## config.mk

```make
export PLATFORM = sky130hd
export DESIGN_NAME = bcd_digit_counter
export DESIGN_NICKNAME = d
export VERILOG_FILES = /design/src/rtl/bcd_pkg.sv /design/src/rtl/tick_gen.sv /design/src/rtl/bcd_digit_counter.sv
export SDC_FILE = /design/constraint.sdc
export NUM_CORES = 1
export LEC_CHECK = 0
export ABC_AREA = 0
export BUFFER_PORTS_ARGS = -buffer_cell sky130_fd_sc_hd__buf_4
export CAP_MARGIN = 15
export CORE_MARGIN = 1
export CORE_UTILIZATION = 50
export DETAILED_ROUTE_END_ITERATION = 7
export GPL_TIMING_DRIVEN = 0
export PLACE_DENSITY = 0.71
export SLEW_MARGIN = 20
export SYNTH_ARGS = -nofsm -noshare
export SYNTH_HDL_FRONTEND = slang
export SYNTH_SLANG_ARGS = --single-unit
```

## constraint.sdc

```tcl
create_clock -name clk -period 2 [get_ports clk]
set_input_delay 0.1 -clock clk [delete_from_list [all_inputs] [get_ports clk]]
set_output_delay 0.1 -clock clk [all_outputs]
set_load 0.05 [all_outputs]
```

## src/rtl/bcd_pkg.sv

```systemverilog
// Shared BCD constants and helpers, reused by multi-digit counters and decoder stages.
package bcd_pkg;

  localparam logic [3:0] BCD_MAX = 4'd9;
  localparam logic [3:0] BCD_MIN = 4'd0;

  function automatic logic [3:0] bcd_clamp(input logic [3:0] x);
    return (x > BCD_MAX) ? BCD_MAX : x;
  endfunction

endpackage

```

## src/rtl/tick_gen.sv

```systemverilog
// Prescaler: counts enabled cycles 0..CLK_DIV-1 and flags the last one as tick.
module tick_gen #(
  parameter int CLK_DIV = 50000000
) (
  input  logic clk,
  input  logic rst,
  input  logic en,
  input  logic clr,
  output logic tick
);

  localparam int DIV_W = (CLK_DIV > 1) ? $clog2(CLK_DIV) : 1;
  localparam logic [DIV_W-1:0] PRE_LAST = DIV_W'(CLK_DIV - 1);

  logic [DIV_W-1:0] pre;

  // tick is the combinational step condition; the top registers it.
  assign tick = en && !rst && !clr && (pre == PRE_LAST);

  always_ff @(posedge clk) begin
    if (rst || clr) begin
      pre <= '0;
    end else if (en) begin
      pre <= tick ? '0 : pre + 1'b1;
    end
  end

endmodule

```

## src/rtl/bcd_digit_counter.sv

```systemverilog
// Single-digit up/down decade counter with prescaler, parallel load and carry/borrow pulse.
module bcd_digit_counter
  import bcd_pkg::*;
#(
  parameter int CLK_DIV = 50000000
) (
  input  logic       clk,
  input  logic       rst,
  input  logic       en,
  input  logic       up_dn,
  input  logic       load,
  input  logic [3:0] load_val,
  output logic [3:0] digit,
  output logic       step,
  output logic       carry
);

  logic tick;

  tick_gen #(.CLK_DIV(CLK_DIV)) u_tick_gen (
    .clk  (clk),
    .rst  (rst),
    .en   (en),
    .clr  (load),
    .tick (tick)
  );

  always_ff @(posedge clk) begin
    if (rst) begin
      digit <= BCD_MIN;
      step  <= 1'b0;
      carry <= 1'b0;
    end else if (load) begin
      digit <= bcd_clamp(load_val);
      step  <= 1'b0;
      carry <= 1'b0;
    end else begin
      step  <= tick;
      carry <= 1'b0;
      if (tick) begin
        if (up_dn) begin
          if (digit >= BCD_MAX) begin
            digit <= BCD_MIN;
            carry <= 1'b1;
          end else begin
            digit <= digit + 4'd1;
          end
        end else begin
          if (digit == BCD_MIN) begin
            digit <= BCD_MAX;
            carry <= 1'b1;
          end else begin
            digit <= digit - 4'd1;
          end
        end
      end
    end
  end

endmodule

```

# Word level (Yosys, flattened, before mapping)
# Index checks and enable logic that the tools add are counted.
# totals
regBits	32
inputBits	9
output_inout_bits	6
wordCells	31
# classes
addsub	3
order_cmp	2
n_eq_ne	1
mux	10
bitwise_logic	1
n_reduce_logical	10
# ops
cell	count
26-bit by 1-bit adder with 26-bit output, second input constant	1
26-bit == test, second input constant	1
26-bit 2-to-1 mux	1
4-bit 2-to-1 mux	6
4-bit by 1-bit adder with 4-bit output, second input constant	1
4-bit greater-or-equal comparator, second input constant	1
4-bit > comparator, second input constant	1
4-bit zero test	1
4-bit by 1-bit subtractor with 4-bit output, second input constant	1
1-bit logical AND	3
1-bit 2-to-1 mux	3
3-bit OR reduction	1
1-bit zero test	2
2-bit nonzero test	1
2-bit OR reduction	1
1-bit logical OR	1
1-bit inverter	1

# Logic depth before layout (Yosys ltp)
# depth
ltp_word	6
ltp_mapped	7
ltp_nobuf	6

# By module
# From an unflattened synthesis, not the netlist that was laid out.
# hier_totals
cells_unflattened	201
area_unflattened_um2	1740.4
# modules_own_cells
mod	n_inst	cells_each	area_per_inst_um2	seq_area_each_um2
tick_gen	1	143	1262.5	520.5
bcd_digit_counter	1	58	478.0	120.1

# Worst setup path before layout
# OpenSTA, ideal clock, no wires.
# synth_timing
kind	register to register
from	register digit[0]
to	register digit[3]
setup_time_ns	0.132
arrival_time_ns	2.058
required_ns	1.868
slack_ns	-0.190
path_stages_with_launch	7
n_path_buf	0
period_less_slack_ns	2.190
cell_sequence	dfxtp_1 -> inv_1 -> ha_1 -> and4b_1 -> or3_1 -> a2111oi_0 -> o211ai_1
# synth_via
elab_chain_cells	5
elab_cells_between_ends	9
cone_classes	add/sub: 2; order compare: 1; mux: 5; reduce/logical: 1
# synth_lines
item	line_no	text
start: declaration	bcd_digit_counter.sv:13	output logic [3:0] digit,
start signal: assignment	bcd_digit_counter.sv:34	digit <= bcd_clamp(load_val);
start signal: assignment	bcd_digit_counter.sv:46	digit <= digit + 4'd1;
start signal: assignment	bcd_digit_counter.sv:53	digit <= digit - 4'd1;
4-bit by 1-bit subtractor with 4-bit output, or another cell as far along	bcd_digit_counter.sv:53	
4-bit 2-to-1 mux (on tied branches)	bcd_digit_counter.sv:49, bcd_digit_counter.sv:42	
4-bit 2-to-1 mux *	bcd_digit_counter.sv:41	if (up_dn) begin
4-bit 2-to-1 mux *	bcd_digit_counter.sv:40	if (tick) begin
4-bit 2-to-1 mux *	bcd_digit_counter.sv:33	end else if (load) begin
# Every way passes the cells marked *; elsewhere a longest branch is shown, timed or not. The select of a mux whose other input is x is not followed.
# A chain may end at the register's enable or synchronous reset.

# Worst setup path in the final report
# layout_timing
from	register u_tick_gen.pre[19]
to	register digit[0]
# layout_via
elab_chain_cells	3
# layout_lines
item	line_no	text
start: declaration	tick_gen.sv:15	logic [DIV_W-1:0] pre;
start signal: assignment	tick_gen.sv:24	pre <= tick ? '0 : pre + 1'b1;
26-bit == test	tick_gen.sv:18	assign tick = en && !rst && !clr && (pre == PRE_LAST);
1-bit logical AND	tick_gen.sv:18	
2-bit nonzero test (no line)	-	
# Every way passes these cells.

==> reports/qor.yml <==
run:
  drv_cap: 0
grt:
  gr-total-overflow: 0
  grt_util_met3_pct: 4.78
  grt_pass1_wl_um: 7430
  top_usage_layer: "met2"
  grt_use_total_pct: 24.2
  grt_max_degree: 11
  grt_antenna_before_repair: 0
  met1_usage_pct: 28.5
  groute.layer.met2.usage_pct: 41.9
  grt_pass1_vias: 1627
floorplan:
  die-height_um: 62.1
  num_rows: 21
  io_pins: 15
  die_x_um: 62.1
  initial_utilization_pct: 53.3
  core-area_um2: 3390
  die-area_um2: 3860
timing:
  fin_crit_sh_pct: 99.0
  grt_setup_unrepaired: "yes"
  finalHoldViolCount: 0
  max_slew.worst_pin.slew_ns: 0.451
  holdWs_ns: 0.0116
  max_freq_mhz: 505
  slew_headroom_pct: 69.9
  period_minus_slack_ns: 1.98
  worst_slack_ns: 0.0205
  finalMaxSlewViolations: 0
  finalSetupViolCount: 0
  skew_ns: 0.00574
pwr:
  ir_drop_mv: 0.467
  cellLeakagePower_nw: 0.709
  power_density_nw_per_um2: 525
clock_network:
  htree_levels: 2
  cts.sinks: 32
  cts_buffer_depth: 2
  clock_latency_ns: 0.33
  ctsRootBufferMaster: "clkbuf_4"
  cts_hold_buf: 0
  cts_buffers: 5
  cts_tree: "built"
  path_clk_slew_ns: 0.09
synthesis:
  async_reset_ff_share_pct: 0
  synthSimpleGateAreaFrac_pct: 31.6
  muxShareOfSynthArea_pct: 1.66
  synth_cells: 211
  synth_area_um2: 1810
  synth_top_family_by_area: "simple AND/OR/NAND/NOR gates"
  yosysUniqueCellTypes: 46
  synth_flop_cell: "dfxtp_1"
  ys_seq_area_share_pct: 35.4
  synth_compound_area_share_pct: 18.1
  ys_seq_elements: 32
  synth_xor_area_share_pct: 5.81
  yosysWarnings: 0
  synth_fp_nets: 225
  synth_fa_ha_area_share_pct: 3.46
  avgSynthCellArea_um2: 8.57
  synth-edff-count: 0
detailed_routing:
  via_per_inst: 6.28
  drtIter0Drc: 91
  routed_wl_um: 4430
  vias: 1771
  routedWlPerCell_um: 15.7
  ant_nets: 0
  drc: 0
  dr.pass1.iters: 4
cells_and_area:
  final_layout_size_suffix_gt1_share_pct: 20.8
  area_delta_synth_final_pct: 18.5
  final_cell_mix: "dfxtp_1, buf_4, nor2_1"
  insertedDiodeCount: 0
  nNetsFinal: 250
  mostFrequentLayoutCell: "dfxtp_1"
placed_design:
  dp_hpwl_um: 3060
  place_congestion: 0.931
  portBuffers: 13
  pre_cts_ws_ns: -0.275
critical_path:
  critical_path_class: "register to register"
  worstRegToRegCells: 5
  ff2ff_setup_slack_ns: 0.02
  arrival_ns: 2.21
  critPathCaptureType: "register"
  r2r_end: "digit[0]"
  startpoint: "u_tick_gen.pre[19]"
  endpoint: "digit[0]"
  worstPathMaxFanout: 8
  crit_path_start_kind: "register"
  crit_required_ns: 2.23
  worstReg2RegStart: "u_tick_gen.pre[19]"
outcome:
  outcome: "completed"
min_path:
  worst_hold_path_type: "primary input to register"
[flip-flops by register name, summed over array words and instances, names as in the netlist]
signal          cells
u_tick_gen.pre     26
step                1
carry               1
digit               4
[layout make-up]
cell class                 instances  area (µm²)
fill                             291        1250
multi-input combinational        161        1160
sequential                        32         652
timing repair buffer              18         135
buffer                            11        60.1
tap                               46        57.6
clock buffer                       6        41.3
inverter                           7        26.3
clock inverter                     1        5.00
[routing by layer]
metal | wire (µm) | vias up
li1 | - | 864
met1 | 1930 | 849
met2 | 2230 | 45
met3 | 165 | 13
met4 | 102 | 0
met5 | 0 | -
[cell families (layout without fill, tap and decap cells)]
logic type               count (synthesis)  in the layout
AO/OA/AOI/OAI                           47             47
XOR/XNOR                                12             12
adder cells (fa/ha/maj)                  5              5
buffers and inverters                   18             43
flip-flops                              32             32
multiplexers                             3              3
AND/OR/NAND/NOR                         94             94
[critical path, stage by stage (launching register included)]
cell and delay, ns:
dfxtp_1 0.39, or3b_1 0.38, or4_4 0.43, buf_6 0.15, or2_4 0.26, a2111oi_2 0.28
[where the power goes]
| part | switching, mW | internal, mW |
|---|---|---|
| registers | 0.0112 | 0.642 |
| clock network | 0.208 | 0.129 |
| logic | 0.0792 | 0.0561 |
| total | 0.298 | 0.827 |
[through the flow]
stage	power (mW)	TNS [ns]	instance area, µm²	instances	util, %
2_1_floorplan	0.748	0	1810	211	-
3_3_place_gp	0.784	-1.53	1970	270	58.0
3_5_place_dp	0.790	-3.04	1970	270	58.0
4_1_cts	1.13	0	2090	278	61.7
5_1_grt	1.19	-0.283	2140	282	63.2
6_report	1.13	0	2140	282	63.2
[cells in the mapped netlist (6+ instances only)]
| master | count | area share (%) |
|---|---|---|
| o21ai_0 | 8 | 2.2 |
| nand2_1 | 9 | 1.9 |
| a21oi_1 | 13 | 3.6 |
| nand3_1 | 12 | 3.3 |
| inv_1 | 7 | 1.5 |
| o31ai_1 | 6 | 2.5 |
| dfxtp_1 | 32 | 35 |
| or4_1 | 8 | 3.3 |
| or3_1 | 9 | 3.1 |
| xor2_1 | 8 | 3.9 |
| nand4_1 | 9 | 3.1 |
| o211ai_1 | 7 | 2.9 |
| nor2_1 | 16 | 3.3 |
| clkbuf_1 | 7 | 1.5 |
[what timing repair did]
action	CTS	global route
buffers inserted	1	4
gates cloned	0	0
resized for setup	18	10
pin swaps	2	2
endpoints found under the setup margin	25	23
[how the worst min path moves through the flow]
stage                start  endpoint  slack, ns  depth (start not counted)
3_5_place_dp   load_val[2]  digit[2]       0.36                          3
5_1_grt        load_val[1]  digit[1]       0.03                          3
2_1_floorplan  load_val[2]  digit[2]       0.24                          2
6_report       load_val[2]  digit[2]       0.01                          3
4_1_cts        load_val[2]  digit[2]       0.01                          3
3_3_place_gp   load_val[2]  digit[2]       0.36                          3
(Power assumes the default switching activity.)
